`src/rtl/regfile_arbiter_if.sv`:
```
// Requester-side bus for the two ports (A, B) of regfile_arbiter.
// master = requester view, slave = arbiter view.
interface regfile_arbiter_if #(
  parameter int DW = 32,
  parameter int AW = 4
);
  logic          a_req, a_we, a_ack, a_err;
  logic [AW-1:0] a_addr;
  logic [DW-1:0] a_wdata, a_rdata;
  logic          b_req, b_we, b_ack, b_err;
  logic [AW-1:0] b_addr;
  logic [DW-1:0] b_wdata, b_rdata;

  modport master (
    output a_req, a_we, a_addr, a_wdata, b_req, b_we, b_addr, b_wdata,
    input  a_ack, a_err, a_rdata, b_ack, b_err, b_rdata
  );
  modport slave (
    input  a_req, a_we, a_addr, a_wdata, b_req, b_we, b_addr, b_wdata,
    output a_ack, a_err, a_rdata, b_ack, b_err, b_rdata
  );
endinterface

```
`src/rtl/regfile_arbiter.sv`:
```
// Two-port IDLE/ACCESS/ACK sequencer in front of a one-hot-selected register file.
// REGFILE_ARB_FIXED_PRIO_EN: port A always wins ties (no last-grant state); otherwise round-robin.
module regfile_arbiter #(
  parameter int NREGS = 10,
  parameter int DW    = 32,
  parameter int AW    = 4
) (
  input  logic              clk,
  input  logic              reset,
  regfile_arbiter_if.slave  bus,
  output logic [NREGS-1:0]  rf_wsel,
  output logic [NREGS-1:0]  rf_rsel,
  output logic [DW-1:0]     rf_din,
  input  logic [DW-1:0]     rf_dout
);
  typedef enum logic [1:0] {IDLE, ACCESS, ACK} state_e;

  localparam logic [AW:0]      NREGS_W = (AW+1)'(NREGS);
  localparam logic [NREGS-1:0] ONE     = {{(NREGS-1){1'b0}}, 1'b1};

  state_e               state_q, state_d;
  logic                 win_q, win_d;          // 0 = A, 1 = B
  logic                 we_q, we_d;
  logic [AW-1:0]        addr_q, addr_d;
  logic [DW-1:0]        wdata_q, wdata_d;
  logic                 err_q, err_d;
  logic [1:0][DW-1:0]   rdata_q, rdata_d;
  logic                 pick_b, in_range, access, ack_a, ack_b;

`ifdef REGFILE_ARB_FIXED_PRIO_EN
  assign pick_b = bus.b_req & ~bus.a_req;
`else
  logic last_q, last_d;                         // 1 = B granted last

  assign pick_b = bus.b_req & (~bus.a_req | ~last_q);

  always_comb begin
    last_d = last_q;
    if (state_q == IDLE && (bus.a_req || bus.b_req)) last_d = pick_b;
  end

  always_ff @(posedge clk) begin
    if (reset) last_q <= 1'b1;
    else       last_q <= last_d;
  end
`endif

  assign in_range = ({1'b0, addr_q} < NREGS_W);
  // Reset gates the selects so a write in flight never reaches the file.
  assign access   = (state_q == ACCESS) && !reset;

  always_comb begin
    state_d = state_q;
    win_d   = win_q;
    we_d    = we_q;
    addr_d  = addr_q;
    wdata_d = wdata_q;
    err_d   = err_q;
    rdata_d = rdata_q;
    case (state_q)
      IDLE: if (bus.a_req || bus.b_req) begin
        state_d = ACCESS;
        win_d   = pick_b;
        we_d    = pick_b ? bus.b_we    : bus.a_we;
        addr_d  = pick_b ? bus.b_addr  : bus.a_addr;
        wdata_d = pick_b ? bus.b_wdata : bus.a_wdata;
      end
      ACCESS: begin
        state_d = ACK;
        err_d   = !in_range;
        if (!in_range)  rdata_d[win_q] = '0;
        else if (!we_q) rdata_d[win_q] = rf_dout;
      end
      ACK:     state_d = IDLE;
      default: state_d = IDLE;
    endcase
  end

  always_comb begin
    rf_wsel = '0;
    rf_rsel = '0;
    rf_din  = '0;
    if (access && in_range) begin
      if (we_q) begin
        rf_wsel = ONE << addr_q;
        rf_din  = wdata_q;
      end else begin
        rf_rsel = ONE << addr_q;
      end
    end
  end

  assign ack_a       = (state_q == ACK) && !win_q && !reset;
  assign ack_b       = (state_q == ACK) &&  win_q && !reset;
  assign bus.a_ack   = ack_a;
  assign bus.b_ack   = ack_b;
  assign bus.a_err   = ack_a & err_q;
  assign bus.b_err   = ack_b & err_q;
  assign bus.a_rdata = rdata_q[0];
  assign bus.b_rdata = rdata_q[1];

  always_ff @(posedge clk) begin
    if (reset) begin
      state_q <= IDLE;
      win_q   <= 1'b0;
      we_q    <= 1'b0;
      addr_q  <= '0;
      wdata_q <= '0;
      err_q   <= 1'b0;
      rdata_q <= '0;
    end else begin
      state_q <= state_d;
      win_q   <= win_d;
      we_q    <= we_d;
      addr_q  <= addr_d;
      wdata_q <= wdata_d;
      err_q   <= err_d;
      rdata_q <= rdata_d;
    end
  end
endmodule

```
`src/flat_wrapper.sv`:
```
// flat-port wrapper written by rule: the top's interface ports become plain ports
module regfile_arbiter_flat 
#(
  parameter int NREGS = 10,
  parameter int DW    = 32,
  parameter int AW    = 4
)
  (clk, reset, rf_wsel, rf_rsel, rf_din, rf_dout, bus_a_req, bus_a_we, bus_a_addr, bus_a_wdata, bus_b_req, bus_b_we, bus_b_addr, bus_b_wdata, bus_a_ack, bus_a_err, bus_a_rdata, bus_b_ack, bus_b_err, bus_b_rdata);
  regfile_arbiter_if #(.DW(DW), .AW(AW)) bus_i ();
  input  logic clk;
  input  logic reset;
  output logic [NREGS-1:0] rf_wsel;
  output logic [NREGS-1:0] rf_rsel;
  output logic [DW-1:0] rf_din;
  input  logic [DW-1:0] rf_dout;
  input wire logic [$bits(bus_i.a_req)-1:0] bus_a_req;
  input wire logic [$bits(bus_i.a_we)-1:0] bus_a_we;
  input wire logic [$bits(bus_i.a_addr)-1:0] bus_a_addr;
  input wire logic [$bits(bus_i.a_wdata)-1:0] bus_a_wdata;
  input wire logic [$bits(bus_i.b_req)-1:0] bus_b_req;
  input wire logic [$bits(bus_i.b_we)-1:0] bus_b_we;
  input wire logic [$bits(bus_i.b_addr)-1:0] bus_b_addr;
  input wire logic [$bits(bus_i.b_wdata)-1:0] bus_b_wdata;
  output wire logic [$bits(bus_i.a_ack)-1:0] bus_a_ack;
  output wire logic [$bits(bus_i.a_err)-1:0] bus_a_err;
  output wire logic [$bits(bus_i.a_rdata)-1:0] bus_a_rdata;
  output wire logic [$bits(bus_i.b_ack)-1:0] bus_b_ack;
  output wire logic [$bits(bus_i.b_err)-1:0] bus_b_err;
  output wire logic [$bits(bus_i.b_rdata)-1:0] bus_b_rdata;
  assign bus_i.a_req = bus_a_req;
  assign bus_i.a_we = bus_a_we;
  assign bus_i.a_addr = bus_a_addr;
  assign bus_i.a_wdata = bus_a_wdata;
  assign bus_i.b_req = bus_b_req;
  assign bus_i.b_we = bus_b_we;
  assign bus_i.b_addr = bus_b_addr;
  assign bus_i.b_wdata = bus_b_wdata;
  assign bus_a_ack = bus_i.a_ack;
  assign bus_a_err = bus_i.a_err;
  assign bus_a_rdata = bus_i.a_rdata;
  assign bus_b_ack = bus_i.b_ack;
  assign bus_b_err = bus_i.b_err;
  assign bus_b_rdata = bus_i.b_rdata;
  regfile_arbiter #(.NREGS(NREGS), .DW(DW), .AW(AW)) u_core (.clk(clk), .reset(reset), .bus(bus_i), .rf_wsel(rf_wsel), .rf_rsel(rf_rsel), .rf_din(rf_din), .rf_dout(rf_dout));
endmodule
```
`config.mk`:
```
export PLATFORM = sky130hd
export DESIGN_NAME = regfile_arbiter_flat
export DESIGN_NICKNAME = d
export VERILOG_FILES = /design/src/rtl/regfile_arbiter_if.sv /design/src/rtl/regfile_arbiter.sv /design/src/flat_wrapper.sv
export SDC_FILE = /design/constraint.sdc
export NUM_CORES = 1
export LEC_CHECK = 0
export ABC_CLOCK_PERIOD_IN_PS = 2700
export CAP_MARGIN = 5
export CELL_PAD_IN_SITES_DETAIL_PLACEMENT = 1
export CELL_PAD_IN_SITES_GLOBAL_PLACEMENT = 1
export CORE_ASPECT_RATIO = 1.2
export CORE_UTILIZATION = 30
export DETAILED_ROUTE_END_ITERATION = 16
export GPL_TIMING_DRIVEN = 0
export PLACE_DENSITY_LB_ADDON = 0.1
export SYNTH_ARGS = -nofsm -noshare
export SYNTH_HDL_FRONTEND = slang
export SYNTH_SLANG_ARGS = --single-unit
```
`constraint.sdc`:
```
create_clock -name clk -period 2.7 [get_ports clk]
set_clock_uncertainty 0.15 [all_clocks]
set_input_delay 0.54 -clock clk [delete_from_list [all_inputs] [get_ports clk]]
set_output_delay 0.54 -clock clk [all_outputs]
set_load 0.01 [all_outputs]
```
==> results.tsv, run 1 <==
metric	value	unit
GRT Util Overall	20.2	%
register area	0.00213	mm2
post-route total power	3.85	mW
startpoint types	input pin	
area leader, netlist	dfxtp_1	
standard-cell rows	49	
Final Util	49.8	%
Die X-Extent	115	um
busiest grt layer	met2	
RSZ-0062 raised after global routing	no	
Combinational Power Share	20.7	%
Post-DP Area	0.00712	mm2
register area share after synthesis	46.4	%
Fmax	380	MHz
detailed placement HPWL	12200	um
met3 Usage GRT	4.40	%
clk root buf	clkbuf_16	
number of synthesized flops with an enable pin	0	
synthesized net count	577	
vias	4659	
Layout Nets	833	
Post-DRT Antenna Nets	0	
post-synthesis cell type count	34	
first-pass GRT wire length	24700	um
Commonest cells post-synth	dfxtp_1 (106), nand2_1 (78), a32o_1 (64)	
ys flop type	dfxtp_1	
die area	0.0158	mm2
Initial DRC Count	158	
met1 GRT Util	21.3	%
placer congestion estimate	0.717	
area growth from synthesis to layout	62.9	%
crit path kind	input pin to primary output	
Synth Register Bits	106	
synth top area cells	dfxtp_1 (46%), a32o_1 (14%), nand2_1 (6.4%), a311oi_1 (5.6%), and2_1 (4.8%)	
max_slew headroom	43.5	%
Initial Util	30.6	%
Max Fanout on Critical Path	7	
fin area	0.00745	mm2
vias in the first global route	4836	
Syn. warnings	0	
ant diodes	0	
final WL	16200	um
Port Buf Inserts	229	
largest net degree at the start of global routing	21	
vias per inst	5.00	
met2 Track Usage GR	38.5	%
multi-input logic area	0.00218	mm2
NetSw	1.10	mW
max_cap viols	0	
Final min period	2.63	ns
Setup Viol. Count Final	0	
syn_area_per_cell	9.80	um2
share of the synthesized area in the top cell type	46.4	%
Max Buffers Root-to-Sink	2	
internal power	2.74	mW
Worst-Margin Slew	0.842	ns
Clk Latency, worst-skew pair	0.35	ns
drt first pass iters	4	
Pwr per Cell Area	516	mW/mm2
initial antenna violation count	0	
Critical Path End Type	primary output	
io pins	230	
wire length per cell	17.3	um
Clock power frac	33.7	%
status	finished clean	
number of hold violations in the final report	0	
Worst Path Arrival	1.94	ns
Reg power frac	45.5	%
CTS clock-pin slew for the worst setup and hold paths	0.07	ns
cell with the most instances after synthesis	dfxtp_1	
fraction of registers with async set/reset	0	%
Clock Sinks	106	
final hold slack	0.316	ns
CTS H-tree depth	3	
required time of the critical path	2.01	ns
Core Region	0.0150	mm2
CTS tree	built	
mapped cell area	0.00458	mm2
Lkg Pwr	2.99	nW
sw frac	28.7	%
Final Max Tran Viols	0	
fin crit share	97.5	%
layout cells sized above 1	18.7	%
maximum VDD drop	0.282	mV
HP Class	flop to flop	
# DRC	0	
Num CTS Buffers	9	
Fillers	1764	
global route overflow	0	
Syn Inst Count	467	
Die H	137	um
## per-layer routing
layer	vias to the layer above	share of wire, %
met3	26	5.6
met4	0	2.5
li1	2265	-
met2	160	52
met1	2208	40
met5	-	0
## power by group through the flow
| stage | Clock, mW | Sequential (mW) | Combinational (mW) |
|---|---|---|---|
| 2_1_floorplan | 0 | 1.79 | 0.389 |
| 3_3_place_gp | 0 | 1.77 | 0.779 |
| 3_5_place_dp | 0 | 1.78 | 0.801 |
| 4_1_cts | 1.34 | 1.75 | 0.818 |
| 5_1_grt | 1.40 | 1.77 | 0.870 |
| 6_report | 1.30 | 1.75 | 0.798 |
## what timing repair did
action | 4_1_cts | 5_1_grt
hold buffers | 0 | 0
hold endpoints to repair | 0 | 0
gates resized for setup | 169 | 16
setup buffers | 16 | 1
pin swaps | 12 | 3
gates cloned | 2 | 0
setup endpoints to repair | 56 | 15
## critical path, cell delays in order
cell and delay (ns):
dlygate4sd2_1 0.26, clkbuf_8 0.17, nor4b_4 0.27, and2_1 0.17, clkdlybuf4s50_1 0.53
## flip-flops by register name, indices dropped and copies added (netlist names)
| name | flops |
|---|---|
| u_core.bus.a_rdata | 32 |
| u_core.bus.b_rdata | 32 |
| u_core.wdata_q | 32 |
| u_core.addr_q | 4 |
| u_core.state_q | 2 |
| u_core.err_q | 1 |
| u_core.last_q | 1 |
| u_core.we_q | 1 |
| u_core.win_q | 1 |
## metrics by stage
step,cells,TNS [ns],setup slack (ns)
floorplan,467,0,0.514
global placement,900,-30.46,-0.633
detailed placement,900,-30.77,-0.677
CTS,933,0,0.00252
global route,932,0,0.00552
finish,932,0,0.0686
## cells by family (layout without fill, tap and decap cells)
kind of cell    Yosys count  after routing  synth area share (%)
compound gates          148            148                  28.4
flops                   106            106                  46.4
buf+inv                  51            312                  7.00
simple gates            161            161                  18.0
mux                       1              1                 0.219
## layout by cell type, fill, tap and decap left out, types with 2 or more instances in the layout
| cell type | count |
|---|---|
| nand2_1 | 78 |
| nand4b_1 | 3 |
| a311oi_1 | 29 |
| buf_4 | 19 |
| nand2b_1 | 5 |
| nor2b_1 | 2 |
| dfxtp_1 | 102 |
| clkinv_8 | 2 |
| clkdlybuf4s50_1 | 176 |
| a311oi_2 | 8 |
| nor4b_4 | 3 |
| a21oi_1 | 38 |
| buf_2 | 54 |
| nor2_1 | 19 |
| o21ai_1 | 2 |
| clkdlybuf4s15_2 | 2 |
| dfxtp_2 | 3 |
| dlygate4sd2_1 | 11 |
| clkbuf_16 | 9 |
| and2_1 | 34 |
| inv_6 | 3 |
| o22ai_2 | 2 |
| nor3_2 | 2 |
| clkbuf_2 | 2 |
| buf_6 | 13 |
| clkbuf_1 | 10 |
| dlymetal6s2s_1 | 6 |
| a32o_1 | 64 |
| nor3_1 | 4 |
## worst paths after layout
check / startpoint / end / slack (ns) / cells after the start
max: reset / bus_a_err / 0.07 / 5
min: u_core.bus.b_rdata[16]$_SDFFE_PP0P_ / u_core.bus.b_rdata[16]$_SDFFE_PP0P_ / 0.32 / 1
max reg2reg: u_core.addr_q[2]$_SDFFE_PP0P_ / u_core.bus.a_rdata[2]$_SDFFE_PP0P_ / 0.87 / 3
min reg2reg: u_core.bus.b_rdata[16]$_SDFFE_PP0P_ / u_core.bus.b_rdata[16]$_SDFFE_PP0P_ / 0.32 / 1
## final cells by class
cell class / count / area share, %
timing repair buffer: 248 / 30.8
multi-input combinational: 310 / 29.2
sequential: 106 / 28.6
buffer: 47 / 4.01
tap: 204 / 3.42
clock buffer: 9 / 3.02
clock inverter: 7 / 0.974
inverter: 1 / 0.0504
Power figures use the tool's default switching activity.
==> run 2: changes to the inputs <==
--- a/config.mk
+++ b/config.mk
@@ -12,6 +12,7 @@
 export CORE_ASPECT_RATIO = 1.2
 export CORE_UTILIZATION = 30
 export DETAILED_ROUTE_END_ITERATION = 16
+export DONT_BUFFER_PORTS = 1
 export GPL_TIMING_DRIVEN = 0
 export PLACE_DENSITY_LB_ADDON = 0.1
 export SYNTH_ARGS = -nofsm -noshare
==> run 2 against run 1 <==
Via count down 19%; register-to-register slack worse by 0.07 ns; first-iteration DRC count down 29%; non-clock buffer count down 244; final area down 31%; critical endpoint is now rf_din[12]; fmax up 4.3%; sequential share of layout area up 13 points; combinational power down 37%; cell count down 26%; sequential cell count unchanged; largest cell class is now multi-input gates; total power down 5.6%; clock power up 5%.
==> results.tsv, run 2 (synthesized netlist as in run 1, its figures left out) <==
metric	value	unit	change
Clk Latency, worst-skew pair	0.35	ns	about the same
largest net degree at the start of global routing	19		-9.5%
CTS H-tree depth	3		unchanged
Max stage delay cell, worst path	dfxtp_1		
startpoint types	flop		
Num CTS Buffers	9		unchanged
Lkg Pwr	1.83	nW	-39%
source of the worst register-to-register timing path	u_core.addr_q[2]$_SDFFE_PP0P_		
clk root buf	clkbuf_16		
Worst setup endpoint	rf_din[12]		
drt first pass iters	4		unchanged
global route overflow	0		unchanged
NetSw	1.03	mW	-6.8%
max_slew headroom	44.5	%	+1.0 points
Port Buf Inserts	0		-100%
Final Max Tran Viols	0		unchanged
Combinational Power Share	13.8	%	-6.9 points
max_cap viols	0		unchanged
vias per inst	5.51		+10%
Setup Viol. Count Final	0		unchanged
Hold Buf Count CTS	0		unchanged
vias in the first global route	3767		-22%
internal power	2.60	mW	-5.1%
Clock Sinks	106		unchanged
die area	0.0158	mm2	unchanged
initial antenna violation count	0		unchanged
R2R Path End	u_core.bus.b_rdata[5]$_SDFFE_PP0P_		
final non-filler cell total	688		-26%
wire length per cell	20.5	um	+18%
met3 wire len	1400	um	+54%
maximum VDD drop	0.235	mV	-17%
Placed Cells	671		-25%
Initial Util	30.6	%	unchanged
status	finished clean		
vias	3792		-19%
M1 wire length	5190	um	-19%
worst path cell trace	buf_2 > nor4b_4 > buf_4 > buf_6 > and2_1		
final hold slack	0.185	ns	-0.132 ns
Max Fanout on Critical Path	10		+3
Die X-Extent	115	um	unchanged
CTS clock-pin slew for the worst setup and hold paths	0.08	ns	about the same
placer congestion estimate	0.669		-6.7%
crit path kind	flop to primary output		
most common cell after layout, fill and taps aside	dfxtp_1		
Reg power frac	48.8	%	+3.3 points
ant diodes	0		unchanged
Initial DRC Count	112		-29%
Die H	137	um	unchanged
crit path from	u_core.we_q$_SDFFE_PP0P_		
GRT Util Overall	17.5	%	-2.7 points
Worst-Margin Slew	0.827	ns	-0.0153 ns
Max Used Layer	met4		
Reg2Reg Setup Slack	0.80	ns	-0.07 ns
number of hold violations in the final report	0		unchanged
Critical Path End Type	primary output		
sw frac	28.3	%	-0.36 points
hold_sp	rf_dout[4]		
CP max stage delay	0.46	ns	-0.07 ns
R2R depth	4		+1
Clock power frac	37.5	%	+3.8 points
CTS tree	built		
# DRC	0		unchanged
first-pass GRT wire length	20700	um	-16%
met2 WL post-DR	7270	um	-14%
Core Region	0.0150	mm2	unchanged
Final min period	2.52	ns	-0.109 ns
Worst Path Arrival	1.83	ns	-0.11 ns
io pins	230		unchanged
Fmax	396	MHz	+4.3%
required time of the critical path	2.01	ns	about the same
fin crit share	93.4	%	-4.0 points
Max Buffers Root-to-Sink	2		unchanged
Post-DRT Antenna Nets	0		unchanged
standard-cell rows	49		unchanged
HP Class	input pin to flop		
area growth from synthesis to layout	12.6	%	
setup TNS	0	ns	unchanged
RSZ-0062 raised after global routing	no		
final WL	14100	um	-13%
Layout Nets	589		-29%
detailed placement HPWL	10600	um	-13%
Pwr per Cell Area	705	mW/mm2	+37%
commonest cells after routing, fill and taps aside	dfxtp_1 (106), nand2_1 (78), a32o_1 (64)		
layout cells sized above 1	15.3	%	-3.4 points
## run 2: cell types whose count changed in the layout (fill, tap and decap cells not counted), moves of 3 or more
cell | previous run | this run
clkdlybuf4s50_1 | 176 | 0
buf_2 | 54 | 25
buf_4 | 19 | 3
dlygate4sd2_1 | 11 | 0
dlymetal6s2s_1 | 6 | 0
dfxtp_1 | 102 | 106
dfxtp_2 | 3 | 0
inv_6 | 3 | 0
## run 2: per-stage QoR
| step | worst slack, ns | utilization, % | area [um2] | power (mW) |
|---|---|---|---|---|
| floorplan | 0.514 | - | 4580 | 2.17 |
| global placement | 0.0508 | 32.3 | 4830 | 2.30 |
| detailed placement | 0.0319 | 32.3 | 4830 | 2.32 |
| CTS | 0.0358 | 34.4 | 5150 | 3.68 |
| global route | 0.0415 | 34.4 | 5150 | 3.81 |
| finish | 0.178 | 34.4 | 5150 | 3.63 |
## run 2: power by group through the flow
stage | logic, mW | clock network, mW | registers [mW]
floorplan | 0.389 | 0 | 1.79
global placement | 0.497 | 0 | 1.80
detailed placement | 0.512 | 0 | 1.81
CTS | 0.513 | 1.40 | 1.77
global route | 0.559 | 1.47 | 1.79
finish | 0.501 | 1.36 | 1.77
## run 2: worst min-delay path by stage
stage | to | slack, ns | depth (start not counted)
after floorplan | u_core.err_q$_SDFFE_PP0N_ | 0.32 | 2
after global placement | u_core.wdata_q[0]$_SDFFE_PP0P_ | 0.35 | 2
after detailed placement | u_core.wdata_q[0]$_SDFFE_PP0P_ | 0.36 | 2
after CTS | u_core.bus.a_rdata[4]$_SDFFE_PP0P_ | 0.17 | 1
after global routing | u_core.bus.a_rdata[5]$_SDFFE_PP0P_ | 0.17 | 1
final | u_core.bus.a_rdata[4]$_SDFFE_PP0P_ | 0.18 | 1
## run 2: area by class of cell
| cell class | count | area (um2) |
|---|---|---|
| inverters | 1 | 3.75 |
| fillers | 1747 | 9810 |
| repair buffers | 1 | 7.51 |
| multi-input cells | 310 | 2140 |
| clock inverters | 6 | 73.8 |
| clock buffers | 10 | 229 |
| well taps | 204 | 255 |
| plain buffers | 50 | 317 |
| flip-flops and latches | 106 | 2120 |
## run 2: critical path: cells and delay by family, from the launching register on
kind	cells	cell delay, ns
buffers and inverters	3	0.60
DFF	1	0.46
and+or+nand+nor	2	0.41
## run 2: per-layer routing
layer  GRT usage, %  up-vias
li1               -     1779
met1           18.1     1850
met2           32.0      148
met3           6.34       15
met4           7.07        0
met5              0        -
## run 2: timing repair
item / 4_1_cts / 5_1_grt
endpoints found under the setup margin: 9 / 5
hold endpoints to repair: 0 / 0
setup buffers: 1 / 0
resized for setup: 1 / 1
==> run 3: changes to the inputs <==
--- a/config.mk
+++ b/config.mk
@@ -5,14 +5,16 @@
 export SDC_FILE = /design/constraint.sdc
 export NUM_CORES = 1
 export LEC_CHECK = 0
-export ABC_CLOCK_PERIOD_IN_PS = 2700
+export ABC_CLOCK_PERIOD_IN_PS = 2800
 export CAP_MARGIN = 5
 export CELL_PAD_IN_SITES_DETAIL_PLACEMENT = 1
 export CELL_PAD_IN_SITES_GLOBAL_PLACEMENT = 1
 export CORE_ASPECT_RATIO = 1.2
+export CORE_MARGIN = 2
 export CORE_UTILIZATION = 30
 export DETAILED_ROUTE_END_ITERATION = 16
 export DONT_BUFFER_PORTS = 1
+export GPL_ROUTABILITY_DRIVEN = 0
 export GPL_TIMING_DRIVEN = 0
 export PLACE_DENSITY_LB_ADDON = 0.1
 export SYNTH_ARGS = -nofsm -noshare
==> constraint.sdc (replaced) <==
create_clock -name clk -period 2.8 [get_ports clk]
set_clock_uncertainty 0.15 [all_clocks]
set_input_delay 0.56 -clock clk [delete_from_list [all_inputs] [get_ports clk]]
set_output_delay 0.56 -clock clk [all_outputs]
set_load 0.01 [all_outputs]
==> run 3 against run 2 <==
Via count fell by 0.76%; core utilization barely moved; final area barely moved; setup slack improved by 0.032 ns; count of clock-buffer cells in the layout did not move; critical path depth fell by 2.
==> results.tsv, run 3 (synthesized netlist as in run 1, its figures left out) <==
metric	value	unit	change
status	finished clean		
maximum VDD drop	0.237	mV	+0.63%
register area	0.00212	mm2	unchanged
wire length per cell	20.6	um	+0.39%
CTS H-tree depth	3		unchanged
Max stage delay cell, worst path	dfxtp_1		
max_slew headroom	43.4	%	-1.1 points
global route overflow	0		unchanged
standard-cell rows	49		unchanged
Critical Path End Type	primary output		
GRT Util Overall	17.0	%	-0.51 points
multi-input logic area	0.00214	mm2	-0.12%
number of hold violations in the final report	0		unchanged
setup TNS	0	ns	unchanged
detailed placement HPWL	10800	um	+1.7%
Worst Path Arrival	1.88	ns	+0.05 ns
clk root buf	clkbuf_16		
max_cap viols	0		unchanged
Worst-Margin Slew	0.844	ns	+0.0164 ns
Pwr per Cell Area	669	mW/mm2	-5.1%
vias	3763		-0.76%
Die H	139	um	+1.5%
Initial Util	30.6	%	unchanged
worst path cell trace	nor2b_1 > nand4b_1 > nor3_1		
Final min period	2.59	ns	
Lkg Pwr	1.84	nW	about the same
first-pass GRT wire length	21500	um	+3.8%
Post-DRT Antenna Nets	0		unchanged
CTS tree	built		
CTS clock-pin slew for the worst setup and hold paths	0.08	ns	about the same
fin crit share	92.5	%	
Port Buf Inserts	0		unchanged
CP max stage delay	0.52	ns	+0.06 ns
Core Region	0.0150	mm2	unchanged
delay-heaviest family, CP	simple AND/OR/NAND/NOR gates		
Final Max Tran Viols	0		unchanged
Final Worst Setup Slack	0.209	ns	+0.0317 ns
Post-Place Setup Slack	0.0618	ns	+0.0299 ns
CP bufs+invs	0		-3
drt first pass iters	4		unchanged
required time of the critical path	2.09	ns	+0.08 ns
area growth from synthesis to layout	12.5	%	about the same
die area	0.0163	mm2	+3.2%
Initial DRC Count	156		+39%
final WL	14200	um	+0.54%
layout cells sized above 1	15.5	%	+0.17 points
Clock Sinks	106		unchanged
Max Buffers Root-to-Sink	2		unchanged
RSZ-0062 raised after global routing	no		
startpoint types	flop		
Clk Latency, worst-skew pair	0.34	ns	about the same
# DRC	0		unchanged
Layout Nets	590		+0.17%
Num CTS Buffers	9		unchanged
Fillers	1742		-0.29%
vias in the first global route	3992		+6.0%
initial antenna violation count	0		unchanged
vias per inst	5.46		-0.91%
Setup Viol. Count Final	0		unchanged
Fmax	386	MHz	
ant diodes	0		unchanged
most common cell after layout, fill and taps aside	dfxtp_1		
io pins	230		unchanged
Die X-Extent	117	um	+1.7%
HP Class	input pin to flop		
Max Fanout on Critical Path	8		-2
largest net degree at the start of global routing	20		+1
Final Util	34.4	%	about the same
crit path kind	flop to primary output		
commonest cells after routing, fill and taps aside	dfxtp_1 (106), nand2_1 (78), a32o_1 (64)		
==> run 3: what timing repair did <==
item,CTS,global route
buffers inserted,0,2
endpoints found under the hold margin,0,0
hold buffers,0,0
gates resized for setup,1,0
setup endpoints to repair,1,29
==> run 3: routing by layer <==
layer	GRT usage [%]	wire length, um
met1	17.6	5130
met3	6.66	1530
met2	30.8	7320
met4	5.51	200
met5	0	0
==> run 3: worst reg2reg max path, stage by stage, from the launching register on <==
cell and delay, ns:
dfxtp_1 0.30, buf_4 0.16, o21ai_1 0.66, buf_2 0.38
a32o_1 0.20
==> run 3: layout make-up <==
class	count	area share, %
buffer	50	6.15
inverter	1	0.0729
clock inverter	6	1.09
timing repair buffer	2	0.292
sequential	106	41.2
clock buffer	10	4.64
multi-input combinational	310	41.6
tap	204	4.96
==> run 3: path summary, 6_finish.rpt <==
kind                            cells past startpoint                           start                                   to  slack (ns)
worst min-delay path                                1                      rf_dout[5]   u_core.bus.b_rdata[5]$_SDFFE_PP0P_        0.21
worst max register to register                      4   u_core.addr_q[2]$_SDFFE_PP0P_  u_core.bus.b_rdata[26]$_SDFFE_PP0P_        0.89
worst max-delay path                                3  u_core.state_q[0]$_SDFFE_PP0P_                           rf_rsel[8]        0.21
worst min register to register                      2  u_core.wdata_q[2]$_SDFFE_PP0P_       u_core.wdata_q[2]$_SDFFE_PP0P_        0.37
==> run 3: metrics by stage <==
step	power, mW	area (um2)	std cells	hold slack (ns)
2_1_floorplan	2.10	4580	467	0.316
3_3_place_gp	2.22	4830	671	0.354
6_report	3.44	5150	689	0.206
4_1_cts	3.50	5130	687	0.195
3_5_place_dp	2.24	4830	671	0.361
5_1_grt	3.63	5150	689	0.194
==> run 3: report_power, final <==
part           internal, mW  leakage, nW  switching (mW)
Sequential             1.62        0.867          0.0914
Clock                 0.647        0.143           0.606
Combinational         0.186        0.825           0.296
